[config.mk]
export PLATFORM = sky130hd
export DESIGN_NAME = led_blinker
export DESIGN_NICKNAME = d
export VERILOG_FILES = /design/src/rtl/led_pkg.sv /design/src/rtl/phase_timer.sv /design/src/rtl/led_blinker.sv
export SDC_FILE = /design/constraint.sdc
export NUM_CORES = 1
export LEC_CHECK = 0
export CAP_MARGIN = 10
export CELL_PAD_IN_SITES_DETAIL_PLACEMENT = 0
export CELL_PAD_IN_SITES_GLOBAL_PLACEMENT = 1
export CORE_MARGIN = 2
export CORE_UTILIZATION = 38
export DETAILED_ROUTE_END_ITERATION = 16
export PLACE_DENSITY_LB_ADDON = 0.12
export REMOVE_ABC_BUFFERS = 1
export SYNTH_ARGS = -nofsm -noshare
export SYNTH_HDL_FRONTEND = slang
export SYNTH_SLANG_ARGS = --single-unit
[constraint.sdc]
create_clock -name clk -period 2 [get_ports clk]
set_input_delay 0.2 -clock clk [delete_from_list [all_inputs] [get_ports clk]]
set_output_delay 0.2 -clock clk [all_outputs]
set_load 0.02 [all_outputs]
[src/rtl/led_pkg.sv]
`default_nettype none
// ============================================================================
// Module      : led_pkg
// Description : Shared state encoding and default blink timing for the LED path.
// Revision    : 1.0 - initial release
// ============================================================================
package led_pkg;

    typedef enum logic [1:0] {
        ST_IDLE = 2'd0,
        ST_ON   = 2'd1,
        ST_OFF  = 2'd2
    } state_e;

    localparam int DEFAULT_ON_CYCLES  = 8;
    localparam int DEFAULT_OFF_CYCLES = 8;

    // Timer only ever holds CYCLES-1, so clog2 of the larger phase suffices.
    function automatic int timer_width(input int on_cycles, input int off_cycles);
        int max_c;
        max_c = (on_cycles > off_cycles) ? on_cycles : off_cycles;
        return (max_c > 1) ? $clog2(max_c) : 1;
    endfunction

endpackage
`default_nettype wire

[src/rtl/phase_timer.sv]
`default_nettype none
// ============================================================================
// Module      : phase_timer
// Description : Loadable down-counter that parks at zero and flags it.
// Revision    : 1.0 - initial release
// ============================================================================
module phase_timer #(
    parameter int WIDTH = 3
) (
    input  logic             clk,
    input  logic             rst_n,
    input  logic             load_i,
    input  logic [WIDTH-1:0] load_val_i,
    output logic             zero_o
);

    logic [WIDTH-1:0] count_q;
    logic [WIDTH-1:0] count_d;

    always_comb begin
        count_d = count_q;
        if (load_i) begin
            count_d = load_val_i;
        end else if (count_q != '0) begin
            count_d = count_q - WIDTH'(1);
        end
    end

    always_ff @(posedge clk or negedge rst_n) begin
        if (!rst_n) begin
            count_q <= '0;
        end else begin
            count_q <= count_d;
        end
    end

    assign zero_o = (count_q == '0);

endmodule
`default_nettype wire

[src/rtl/led_blinker.sv]
`default_nettype none
// ============================================================================
// Module      : led_blinker
// Description : Turns a valid/ready blink request of N blinks into an LED
//               pattern of N x (ON high, OFF low) and pulses done at the end.
// Revision    : 1.0 - initial release
// ============================================================================
module led_blinker
    import led_pkg::*;
#(
    parameter int ON_CYCLES  = DEFAULT_ON_CYCLES,
    parameter int OFF_CYCLES = DEFAULT_OFF_CYCLES,
    parameter int CNT_W      = 4
) (
    input  logic             clk,
    input  logic             rst_n,
    input  logic             req_valid,
    input  logic [CNT_W-1:0] req_count,
    output logic             req_ready,
    output logic             led,
    output logic             busy,
    output logic             done
);

    localparam int               TMR_W    = timer_width(ON_CYCLES, OFF_CYCLES);
    localparam logic [TMR_W-1:0] ON_LOAD  = TMR_W'(ON_CYCLES - 1);
    localparam logic [TMR_W-1:0] OFF_LOAD = TMR_W'(OFF_CYCLES - 1);

    state_e           state_q;
    state_e           state_d;
    logic [CNT_W-1:0] remaining_q;
    logic [CNT_W-1:0] remaining_d;
    logic             led_q;
    logic             led_d;
    logic             done_q;
    logic             done_d;

    logic             tmr_load;
    logic [TMR_W-1:0] tmr_load_val;
    logic             tmr_zero;

    phase_timer #(
        .WIDTH (TMR_W)
    ) u_phase_timer (
        .clk        (clk),
        .rst_n      (rst_n),
        .load_i     (tmr_load),
        .load_val_i (tmr_load_val),
        .zero_o     (tmr_zero)
    );

    always_comb begin
        state_d      = state_q;
        remaining_d  = remaining_q;
        led_d        = 1'b0;
        done_d       = 1'b0;
        tmr_load     = 1'b0;
        tmr_load_val = '0;

        case (state_q)
            ST_IDLE: begin
                // A zero-count request is accepted but produces no activity.
                if (req_valid && (req_count != '0)) begin
                    state_d      = ST_ON;
                    tmr_load     = 1'b1;
                    tmr_load_val = ON_LOAD;
                    remaining_d  = req_count - CNT_W'(1);
                    led_d        = 1'b1;
                end
            end

            ST_ON: begin
                led_d = 1'b1;
                if (tmr_zero) begin
                    state_d      = ST_OFF;
                    tmr_load     = 1'b1;
                    tmr_load_val = OFF_LOAD;
                    led_d        = 1'b0;
                end
            end

            ST_OFF: begin
                if (tmr_zero) begin
                    if (remaining_q != '0) begin
                        state_d      = ST_ON;
                        tmr_load     = 1'b1;
                        tmr_load_val = ON_LOAD;
                        remaining_d  = remaining_q - CNT_W'(1);
                        led_d        = 1'b1;
                    end else begin
                        state_d = ST_IDLE;
                        done_d  = 1'b1;
                    end
                end
            end

            default: begin
                state_d = ST_IDLE;
            end
        endcase
    end

    always_ff @(posedge clk or negedge rst_n) begin
        if (!rst_n) begin
            state_q     <= ST_IDLE;
            remaining_q <= '0;
            led_q       <= 1'b0;
            done_q      <= 1'b0;
        end else begin
            state_q     <= state_d;
            remaining_q <= remaining_d;
            led_q       <= led_d;
            done_q      <= done_d;
        end
    end

    assign req_ready = (state_q == ST_IDLE);
    assign busy      = (state_q != ST_IDLE);
    assign led       = led_q;
    assign done      = done_q;

endmodule
`default_nettype wire

# After elaboration in Yosys (flattened, before gate mapping)
# Cells that the tools add are included.
# word_totals
reg_bits	11
output_inout_bits	4
elab_cells	51
in_bits	7
# op_classes
add_sub_neg	3
eq_ne	6
reduce_logical	11
n_mux	26
# op_table
operator	n
3-bit 2-to-1 mux	6
4-bit 2-to-1 mux	3
1-bit 2-to-1 mux	9
3-bit one-hot mux with 3 select lines	1
4-bit one-hot mux with 2 select lines	1
4-bit nonzero test	2
4-bit by 1-bit subtractor with 4-bit output, second input constant	2
2-bit 2-to-1 mux	3
2-bit != test, second input constant	3
1-bit one-hot mux with 3 select lines	2
2-bit one-hot mux with 3 select lines	1
2-bit nonzero test	3
4-bit AND reduction	1
3-bit zero test	1
3-bit AND reduction	1
3-bit nonzero test	1
3-bit by 1-bit subtractor with 3-bit output, second input constant	1
2-bit by 1-bit == test with 1-bit output, second input constant	1
2-bit == test, second input constant	1
2-bit zero test	1
2-bit by 1-bit != test with 1-bit output, second input constant	1
1-bit logical AND	1

# Logic depth before layout (Yosys ltp)
# depth
depth_word	5
depth_mapped	6
mapped_depth_nobuf	6

# Modules after synthesis
# Synthesis repeated with hierarchy kept, for this count alone.
# hier_totals
cells_unflattened	77
area_unflattened_um2	738.2
# by_module_without_submodules
module	instances	cells_each	seq_area_each_um2	area_per_inst_um2
led_blinker	1	56	200.2	538.0
phase_timer	1	21	75.1	200.2

# Worst setup path before layout
# No wires, ideal clock.
# synth_timing
path_type	reg2reg
from	register remaining_q[1]
to	register remaining_q[0]
setup_time_ps	128
arrival_ps	1592
synth_period_minus_slack_ps	1719
slack_ps	281
path_stages_with_launch	4
n_path_buf	0
t_required_ps	1872
path_cell_list	dfrtp_1 or4_1 a32oi_4 mux2_1
# synth_between
elab_chain_cells	3
# synth_lines
item	line	source
from (decl)	led_blinker.sv:31	logic [CNT_W-1:0] remaining_q;
from (signal assigned)	led_blinker.sv:111	remaining_q <= remaining_d;
4-bit nonzero test	led_blinker.sv:84	if (remaining_q != '0) begin
2-bit != test (no line)	--	
4-bit AND reduction (no line)	--	
# No other way between the ends.
# A chain may end at the register's enable or synchronous reset.

# Final worst setup path
# layout_timing
from	register state_q[1]
to	output port req_ready
# layout_between
elab_chain_cells	1
# layout_lines
item	line	source
from (decl)	led_blinker.sv:29	state_e state_q;
from (signal assigned)	led_blinker.sv:110	state_q <= state_d;
2-bit zero test	led_blinker.sv:117	assign req_ready = (state_q == ST_IDLE);
to (decl)	led_blinker.sv:19	output logic req_ready,
# No other way between the ends.

==> flow_metrics.env <==
export IMPL_cts_resized=0
export IMPL_yosys_top_cells_area="dfrtp_1, mux2i_1, ha_1"
export IMPL_antenna_cells=0
export IMPL_synth_compound_area_share_pct=15.94
export IMPL_die_x_um=44.66
export IMPL_top_usage_layer="met2"
export IMPL_num_rows=14
export IMPL_synth_area_per_cell_um2=10.13
export IMPL_hold_buffers=0
export IMPL_async_flop_share_pct=100.0
export IMPL_grt_usage_pct=16.12
export IMPL_ant_nets=0
export IMPL_placed_cell_area_um2=778.2
export IMPL_setup_viol=0
export IMPL_antenna_found_initial=0
export IMPL_finalHoldViolCount=0
export IMPL_synth_xor_area_share_pct=0
export IMPL_fmaxAchievable_mhz=529.2
export IMPL_crit_required_ns=1.80
export IMPL_critical_path_cell_chain="nor2_1 -> clkdlybuf4s50_1"
export IMPL_relSlewSlack_pct=64.37
export IMPL_drv_slew=0
export IMPL_first_global_vias=469
export IMPL_peakVddDrop_mv=0.6667
export IMPL_dpl_worst_slack_ns=0.03244
export IMPL_worst_path_dominant_cell_family="buffers and inverters"
export IMPL_dp_hpwl_um=967.5
export IMPL_areaGrowthSynthToFinish_pct=28.09
export IMPL_synth_seq_cells=11
export IMPL_synthCells=62
export IMPL_synth_main_ff_cell="dfrtp_1"
export IMPL_grt_util_met1_pct=22.28
export IMPL_drc=0
export IMPL_wirelength_mm=1.290
export IMPL_synth_simple_area_share_pct=23.71
export IMPL_skew_ns=0.007811
export IMPL_synth_area_leader_cell="dfrtp_1"
export IMPL_routedWlPerCell_um=13.44
export IMPL_initial_core_util_pct=41.22
export IMPL_post_route_period_util_pct=94.49
export IMPL_worst_path_max_fanout=7
export IMPL_use_met3_pct=3.673
export IMPL_p_per_area_nw_per_um2=1247
export IMPL_gr_total_overflow=0
export IMPL_worst_path_max_delay_cell="clkdlybuf4s50_1"
export IMPL_hold_path_class="input pin to asynchronous set/reset pin"
export IMPL_layout_setup_ws_ns=0.1102
export IMPL_cts_setup_buffers=0
export IMPL_grt_util_met2_pct=22.90
export IMPL_worst_pin_slew_ns=0.5328
export IMPL_synthesis_area_um2=628.1
export IMPL_synth_edf_count=0
export IMPL_setup_tns_final_ns=0
export IMPL_dr_total_vias=514
export IMPL_fin_crit_ns=1.890
export IMPL_critPathBufInv=1
export IMPL_globalplace_congestion=0.7336
export IMPL_cts_sinks=11
export IMPL_io_pin_count=11
export IMPL_drive_gt1_share_pct=12.50
export IMPL_slowest_delay_ns=0.67
export IMPL_final_area_um2=804.5
export IMPL_design_core_area_um2=1524
export IMPL_nets=91
export IMPL_cp_start_kind="flop"
export IMPL_firstDrtPassIters=4
export IMPL_worstSetupPathType="flop to output pin"
export IMPL_dieArea_um2=1994
export IMPL_status="complete, no violations"
export IMPL_fp_dieH_um=44.66
export IMPL_leakage_nw=0.3624
export IMPL_clkLatencyLatePin_ns=0.27
export IMPL_cts_path_max_buffers=2
export IMPL_hold_slack_ns=0.2701
export IMPL_clockRootBuffer="clkbuf_4"
export IMPL_grt_pass1_wl_mm=2.208
export IMPL_io_buffers=10
export IMPL_drtIter0Drc=6
export IMPL_viasPerCell=5.354
export IMPL_synth_top_family_by_area="simple AND/OR/NAND/NOR gates"
export IMPL_cts_htree_levels=1
export IMPL_grt_max_degree=12
export IMPL_synth_adder_area_share_pct=5.976
export IMPL_rsz0062_at_grt="no"
export IMPL_cts_buffers=3
export IMPL_drv_cap=0
export IMPL_ys_warn_count=0
export IMPL_synth_mux_area_share_pct=8.167
export IMPL_yosysTopAreaCellShare_pct=43.82
export IMPL_worstPathArrival_ns=1.69
export IMPL_ys_seq_area_share_pct=43.82
export IMPL_clk_pin_slew_ns=0.08
export IMPL_endpoint_kind="output pin"
export IMPL_cts_tree="done"
export IMPL_synth_cell_types=24
-- logic make-up (layout without fill, tap and decap cells) --
group,Yosys count,in the layout
simple gates,26,26
compound gates,13,13
flops,11,11
mux,5,5
buf+inv,4,22
fa+ha+maj,3,3
-- cell usage after synthesis, types with 2 or more instances --
cell type and number:
nand2_1 10, inv_1 4, nor3b_1 2, o21ai_0 6, nand2b_1 3, mux2i_1 4, and3_1 2, nor2b_1 2
ha_1 3, dfrtp_1 11, nor3_1 2
-- worst reg2reg max path: cells and delay by family (launching register included) --
kind,cells,cell delay (ns)
flip-flops,1,0.45
adder cells (fa/ha/maj),1,0.27
multiplexers,1,0.33
AND/OR/NAND/NOR,3,0.38
AO/OA/AOI/OAI,1,0.26
-- where the power goes --
| part | internal, mW | switching [mW] |
|---|---|---|
| combinational | 0.217 | 0.233 |
| clock | 0.0772 | 0.0810 |
| sequential | 0.314 | 0.0810 |
-- placed cells by master (no fill, tap or decap), types with 3 or more instances in the layout --
cell type	synthesis	final
inv_1	4	4
ha_1	3	3
nand2_1	10	10
clkbuf_4	0	3
buf_4	0	4
mux2i_1	4	4
o21ai_0	6	6
clkdlybuf4s50_1	0	10
nand2b_1	3	3
dfrtp_1	11	11
-- worst paths after layout --
kind	from	endpoint	slack, ns	depth (start not counted)
setup reg to reg	state_q[1]	remaining_q[2]	0.20	6
min in group clk	u_phase_timer.count_q[1]	u_phase_timer.count_q[1]	0.52	2
hold / removal	rst_n	remaining_q[1]	0.27	1
hold reg to reg	u_phase_timer.count_q[1]	u_phase_timer.count_q[1]	0.52	2
setup / recovery	state_q[1]	req_ready	0.11	2
max in group asynchronous	rst_n	state_q[0]	1.37	1
-- per-stage QoR --
step                utilization, %  total power [mW]  cells
floorplan                        -            0.6924     62
global placement             51.07            0.8443     92
detailed placement           51.07            0.8520     92
CTS                          52.79             1.012     96
global route                 52.79             1.084     96
finish                       52.79             1.003     96
-- per-layer routing --
metal | vias to the layer above | share of wire [%]
met1 | 238 | 50
met3 | 2 | 4.1
li1 | 263 | -
met5 | - | 0
met4 | 0 | 1.3
met2 | 11 | 45
-- cell type report --
| class | instances | area, um^2 |
|---|---|---|
| repair buffers | 14 | 130.1 |
| flip-flops and latches | 11 | 275.3 |
| fillers | 140 | 719.4 |
| inverters | 4 | 15.01 |
| multi-input cells | 47 | 337.8 |
| clock buffers | 4 | 26.28 |
| well taps | 16 | 20.02 |
-- sequential cells by signal (all words and copies together), names as in the netlist --
name                   flops
u_phase_timer.count_q      3
led                        1
state_q                    2
remaining_q                4
done                       1
No activity file was read; power rests on OpenSTA's default activity.
